### config.mk
export PLATFORM = sky130hd
export DESIGN_NAME = slow_clock_meter
export DESIGN_NICKNAME = d
export VERILOG_FILES = /design/src/rtl/slow_clock_meter.sv
export SDC_FILE = /design/constraint.sdc
export NUM_CORES = 1
export LEC_CHECK = 0
export ABC_AREA = 1
export BUFFER_PORTS_ARGS = -buffer_cell sky130_fd_sc_hd__clkbuf_2
export CAP_MARGIN = 20
export CORE_MARGIN = 1
export CORE_UTILIZATION = 51
export CTS_BUF_LIST = sky130_fd_sc_hd__clkbuf_16
export DETAILED_ROUTE_END_ITERATION = 6
export PLACE_DENSITY = 0.67
export SETUP_SLACK_MARGIN = 0.1
export SLEW_MARGIN = 40
export SYNTH_ARGS = -nofsm -noshare
export SYNTH_HDL_FRONTEND = slang
export SYNTH_SLANG_ARGS = --single-unit
export TNS_END_PERCENT = 20
### constraint.sdc
create_clock -name quick_clock -period 3 [get_ports quick_clock]
set_clock_uncertainty 0.1 [all_clocks]
set_input_delay 0.15 -clock quick_clock [delete_from_list [all_inputs] [get_ports quick_clock]]
set_output_delay 0.15 -clock quick_clock [all_outputs]
set_load 0.005 [all_outputs]
### src/rtl/slow_clock_meter.sv
// Measures the period and high time of slow_clock in quick_clock cycles.
// Also flags lock after repeated equal periods, and timeout when slow_clock stops.
module slow_clock_meter #(
  parameter int WIDTH       = 32,
  parameter int TIMEOUT     = 1000000,
  parameter int LOCK_COUNT  = 4,
  parameter int SYNC_STAGES = 2
) (
  input  logic             quick_clock,
  input  logic             reset,
  input  logic             slow_clock,
  output logic [WIDTH-1:0] period,
  output logic [WIDTH-1:0] high_time,
  output logic             period_valid,
  output logic             locked,
  output logic             timeout
);

  localparam int MW = $clog2(LOCK_COUNT + 1);

  localparam logic [WIDTH-1:0] TIMEOUT_V = WIDTH'(TIMEOUT);
  localparam logic [WIDTH-1:0] ONE_V     = WIDTH'(1);
  localparam logic [MW-1:0]    LOCK_V    = MW'(LOCK_COUNT);
  localparam logic [MW-1:0]    MONE_V    = MW'(1);

  localparam logic [1:0] ST_IDLE    = 2'd0;
  localparam logic [1:0] ST_MEASURE = 2'd1;
  localparam logic [1:0] ST_TIMEOUT = 2'd2;

  logic [SYNC_STAGES-1:0] sync_reg;
  logic [SYNC_STAGES-1:0] sync_next;
  logic                   s_d_reg;
  logic                   s;
  logic                   rise;
  logic                   fall;

  logic [1:0]       state_reg,  state_next;
  logic [WIDTH-1:0] cnt_reg,    cnt_next;
  logic [WIDTH-1:0] hcnt_reg,   hcnt_next;
  logic [WIDTH-1:0] period_reg, period_next;
  logic [WIDTH-1:0] high_reg,   high_next;
  logic             valid_reg,  valid_next;
  logic             locked_reg, locked_next;
  logic [MW-1:0]    match_reg,  match_next;
  logic [MW-1:0]    match_inc;

  generate
    for (genvar gi = 0; gi < SYNC_STAGES; gi++) begin : g_sync
      if (gi == 0) begin : g_first
        assign sync_next[gi] = slow_clock;
      end else begin : g_rest
        assign sync_next[gi] = sync_reg[gi-1];
      end
    end
  endgenerate

  assign s    = sync_reg[SYNC_STAGES-1];
  assign rise = s & ~s_d_reg;
  assign fall = ~s & s_d_reg;

  // Match count saturates so a long locked run cannot wrap back below LOCK_COUNT.
  assign match_inc = (match_reg == LOCK_V) ? LOCK_V : match_reg + MONE_V;

  always_comb begin
    cnt_next = cnt_reg;
    if (rise) begin
      cnt_next = ONE_V;
    end else if (cnt_reg != TIMEOUT_V) begin
      cnt_next = cnt_reg + ONE_V;
    end
  end

  always_comb begin
    hcnt_next = hcnt_reg;
    if (rise) begin
      hcnt_next = ONE_V;
    end else if (s && (hcnt_reg != TIMEOUT_V)) begin
      hcnt_next = hcnt_reg + ONE_V;
    end
  end

  always_comb begin
    state_next  = state_reg;
    period_next = period_reg;
    high_next   = high_reg;
    valid_next  = 1'b0;
    locked_next = locked_reg;
    match_next  = match_reg;
    case (state_reg)
      ST_IDLE: begin
        if (rise) begin
          state_next = ST_MEASURE;
        end else if (cnt_reg == TIMEOUT_V) begin
          state_next  = ST_TIMEOUT;
          locked_next = 1'b0;
          match_next  = '0;
        end
      end
      ST_MEASURE: begin
        if (rise) begin
          period_next = cnt_reg;
          valid_next  = 1'b1;
          // Compare against the previous period so lock means "stable", not "some value".
          if (cnt_reg == period_reg) begin
            match_next = match_inc;
            if (match_inc == LOCK_V) begin
              locked_next = 1'b1;
            end
          end else begin
            match_next  = '0;
            locked_next = 1'b0;
          end
        end else begin
          if (fall) begin
            high_next = hcnt_reg;
          end
          if (cnt_reg == TIMEOUT_V) begin
            state_next  = ST_TIMEOUT;
            locked_next = 1'b0;
            match_next  = '0;
          end
        end
      end
      ST_TIMEOUT: begin
        if (rise) begin
          state_next = ST_MEASURE;
        end
      end
      default: begin
        state_next = ST_IDLE;
      end
    endcase
  end

  always_ff @(posedge quick_clock) begin
    if (reset) begin
      sync_reg   <= '0;
      s_d_reg    <= 1'b0;
      state_reg  <= ST_IDLE;
      cnt_reg    <= '0;
      hcnt_reg   <= '0;
      period_reg <= '0;
      high_reg   <= '0;
      valid_reg  <= 1'b0;
      locked_reg <= 1'b0;
      match_reg  <= '0;
    end else begin
      sync_reg   <= sync_next;
      s_d_reg    <= s;
      state_reg  <= state_next;
      cnt_reg    <= cnt_next;
      hcnt_reg   <= hcnt_next;
      period_reg <= period_next;
      high_reg   <= high_next;
      valid_reg  <= valid_next;
      locked_reg <= locked_next;
      match_reg  <= match_next;
    end
  end

  assign period       = period_reg;
  assign high_time    = high_reg;
  assign period_valid = valid_reg;
  assign locked       = locked_reg;
  assign timeout      = (state_reg == ST_TIMEOUT);

endmodule

Word level (Yosys, flattened, before mapping)
Cells that the tools add are included.

word-level totals
  bits in read-only memories = 0
  bits in latches = 0
  register bits = 138
  memories kept = 0
  word-level logic and storage cells = 67
  input bits = 3
  memory bits (writable) = 0

cells by class
  add/subtract/negate cells = 3
  $lt $le $gt $ge = 0
  muxes and demuxes = 22
  reduce and logical (&&, ||, !) cells = 12
  multiply operators = 0
  divide/modulo/power cells = 0
  eq/ne operators = 12
  shift-type cells = 0
  bitwise operators = 6

operators with widths
  operator               number
  $add 32x1->32 const B  2
  $ne 32x20->1 const B   2
  $eq 32x20->1 const B   1
  $eq 32x32->1           1
  $mux 3                 5
  $mux 1                 10
  $mux 2                 4
  $eq 3x3->1 const B     2
  $pmux 2 s3             1
  $pmux 3 s2             1
  $reduce_and 2->1       3
  $reduce_and 3->1       2
  $reduce_bool 2->1      3
  $ne 2x2->1 const B     2
  $ne 4x4->1 const B     1
  $not 1->1              4
  $reduce_or 2->1        2
  $add 3x1->3 const B    1
  $and 1x1->1            2
  $eq 2x1->1 const B     1
  $eq 2x2->1 const B     1
  $logic_not 2->1        1
  $ne 2x1->1 const B     1
  $pmux 1 s2             1
  $logic_and 1x1->1      1

Logic depth before layout (Yosys ltp)
  depth in word-level cells = 7
  gate-level depth with buffers = 13
  mapped depth without buffers = 13

Worst setup path before layout
No wires, ideal clock.

  path type = register -> register
  start = register hcnt_reg[1]
  end = register hcnt_reg[26]
  slack = 1.278 ns
  clock period less this slack = 1.722 ns
  cell stages (with the launch flop) = 10
  arrival = 1.489 ns
  path buffers = 0
  setup time = 0.132 ns
  data required time = 2.768 ns
  cell sequence = dfxtp_1 ha_1 nand3_1 inv_1 nand3_1 nor3_1 nand2_1 xor2_1 nand2_1 a21oi_1

between the ends
  cells in the longest elaborated chain, start to end = 2
  elaborated cells between the ends (all ways) = 3
  classes of those cells = add/sub (1); eq/ne (1); reduce/logical (1)

ends and longest elaborated chain
  item                                                                   RTL line  source
  start: declaration                                                     39        logic [WIDTH-1:0] hcnt_reg, hcnt_next;
  start signal: assignment                                               152       hcnt_reg <= hcnt_next;
  parallel branches: the longest is 2 deep, another holds $add 32x1->32  n/a

Several ways; the timed one is not identified.
A chain may end at the register's enable or synchronous reset.

Worst setup path in the final report
  start = register hcnt_reg[17]
  end = register hcnt_reg[26]

The elaborated chain is that of the path after synthesis.

==> flow_metrics.tcl <==
set metrics [dict create \
    drt_wl_total_um 18500 \
    grt_pass1_wl_um 30700 \
    n_antenna_cell 0 \
    p_sw_share_pct 22.1 \
    dpl_worst_slack_ns 0.857 \
    hpwlAfterDp_um 13800 \
    whs_path_depth 2 \
    finalSetupTns_ns 0 \
    die-width_um 120 \
    dr.pass1.iters 5 \
    final_util_pct 60.5 \
    num_rows 42 \
    worst_pin_slew_ns 0.558 \
    fillers 1290 \
    avgSynthCellArea_um2 6.61 \
    final_cell_count_no_fill 1315 \
    worst_slack_ns 0.834 \
    whs_endpoint "sync_reg[1]" \
    ys_seq_elements 138 \
    layout_common_cells "nand2_1 (279), dfxtp_1 (138), inv_1 (132)" \
    min_period_ns 2.17 \
    maxClockFrequency_ghz 0.462 \
    hold_viol_final 0 \
    ant_nets 0 \
    syn-cell-area_um2 7040 \
    synth_edf_count 0 \
    cts_made_buffers 17 \
    crit_start "hcnt_reg[17]" \
    overflow 0 \
    netlist_instances 1066 \
    synthArstFlopShare_pct 0 \
    maxSlewHeadroom_pct 62.8 \
    hp-start "sync_reg[0]" \
    crit_path_end_kind "register" \
    r2r_start "hcnt_reg[17]" \
    max-cap-violations 0 \
    clk-insertion-delay-late_ns 0.41 \
    ff2ff_path_depth 9 \
    p_clk_share_pct 48.9 \
    cts_setup_buffers 0 \
    rsz0062_at_grt "no" \
    grt_max_degree 59 \
    die_h_um 120 \
    gp_congestion 0.952 \
    drive_gt1_share_pct 11.6 \
    initial_core_util_pct 52.8 \
    powerDensity_nw_per_um2 492 \
    worstPathCellList "nand2_1 -> nor3_2 -> nand4_1 -> nor2_1 -> nand2_2 -> nand2_4 -> buf_4 -> nand2_1 -> a21oi_1" \
    regToRegSetupSlack_ns 0.83 \
    cts_sinks 138 \
    dp.cells 1281 \
    p_int_mw 3.10 \
    p_sw_uw 878 \
    cp_slowest_stage_delay_ns 0.49 \
    portBuffers 69 \
    grt_usage_pct 27.1 \
    finalPower_mw 3.98 \
    drt_iter0_drc 434 \
    wl_per_cell_um 14.1 \
    grt_pass1_vias 6383 \
    cts_max_level 4 \
    crit_type "reg -> reg" \
    crit_buf_inv 1 \
    io-pin-count 70 \
    crit_slowest_cell "dfxtp_1" \
    status "finished clean" \
    drc 0 \
    comb_power_share_pct 4.2 \
    nets 1136 \
    final_max_slew_viol_count 0 \
    ys_warn_count 0 \
    setup_viol 0 \
    worst_ep_arrival_time_ns 2.41 \
    p_leak_nw 3.40 \
    crit_top_cell "nand2_1" \
    ys_seq_area_share_pct 39.2 \
    period_share_pct 72.2 \
    clk_pin_slew_worst_paths_ns 0.06 \
    dieArea_um2 14300 \
    antenna_found_initial 0 \
    cpLargestDelayFamily "simple AND/OR/NAND/NOR gates" \
    core_um2 13300 \
    ctsResizeCount 0 \
    cts_tree "done" \
    routed_via_density 5.20 \
    yosys.cell_types.count 37 \
    layout_commonest_cell "nand2_1" \
    synthToLayoutAreaGrowth_pct 14.7 \
    vdd_drop_max_uv 393 \
    crit_fanout 21 \
    seqPwrFrac_pct 46.9 \
    via_count 6841 \
    min_path_type "reg -> reg" \
    clockBufferDepth 2 \
    ctsRootBufferMaster "clkbuf_16" \
    start_kind "register" \
    synthFlopType "dfxtp_1" \
    cp.required_ns 3.24 \
    r2r-end "hcnt_reg[26]" \
    cts_hold_buffers 3 \
    syn_nets 1075 \
]
[power groups by stage]
stage / combinational, mW / clock (mW) / sequential (mW)
CTS: 0.168 / 1.98 / 1.87
global route: 0.188 / 2.07 / 1.87
global placement: 0.163 / 0 / 1.91
detailed placement: 0.164 / 0 / 1.91
floorplan: 0.115 / 0 / 1.90
finish: 0.167 / 1.94 / 1.87
[worst register-to-register path, stage by stage, from the launching register on]
cell and delay (ns):
dfxtp_1 0.49, nand2_1 0.16, nor3_2 0.23, nand4_1 0.12, nor2_1 0.21, nand2_2 0.12
nand2_4 0.15, buf_4 0.29, nand2_1 0.09, a21oi_1 0.14
[area by class of cell]
cell class | count | area [um2] | share of cell area, %
sequential | 138 | 2760 | 34.2
tap | 176 | 220 | 2.73
multi-input combinational | 757 | 3600 | 44.6
clock inverter | 14 | 116 | 1.44
inverter | 135 | 507 | 6.27
timing repair buffer | 78 | 445 | 5.51
clock buffer | 17 | 425 | 5.27
[how the worst max path moves through the flow]
stage,to,depth (start not counted)
floorplan,hcnt_reg[26],9
global placement,hcnt_reg[7],9
detailed placement,hcnt_reg[25],9
CTS,hcnt_reg[12],9
global route,hcnt_reg[14],9
finish,hcnt_reg[26],9
[Yosys cell counts, types with 4 or more instances]
library cell	n	area (um2)
a21oi_1	116	581
buf_2	10	50.1
clkbuf_1	19	71.3
dfxtp_1	138	2760
ha_1	6	75.1
inv_1	129	484
inv_2	5	18.8
nand2_1	279	1050
nand2_2	7	43.8
nand3_1	33	165
nand4_1	21	131
nor2_1	114	428
nor3_1	38	190
nor4_1	5	31.3
o21ai_0	78	390
or2_2	4	25.0
xor2_1	27	236
[metal layers]
metal | global-route usage [%] | up-vias | routed length [um]
met5 | 0 | - | 0
met4 | 9.92 | 0 | 514
met3 | 6.13 | 37 | 688
met2 | 48.5 | 157 | 9330
met1 | 31.3 | 3109 | 7950
li1 | - | 3538 | -
[per-stage QoR]
stage / area, um2 / hold WS, ns
3_3_place_gp: 7510 / 0.243
6_report: 8080 / 0.347
4_1_cts: 8080 / 0.358
5_1_grt: 8080 / 0.372
2_1_floorplan: 7040 / 0.157
3_5_place_dp: 7510 / 0.267
[logic make-up (layout without fill, tap and decap cells)]
group,after synthesis,count (layout),share of synthesized area (%)
flip-flops,138,138,39.2
AO/OA/AOI/OAI,201,201,14.5
AND/OR/NAND/NOR,521,521,31.9
adder cells (fa/ha/maj),6,6,1.07
buffers and inverters,171,244,9.72
XOR/XNOR,29,29,3.61
Note: power is estimated with default switching activity, not from simulation.
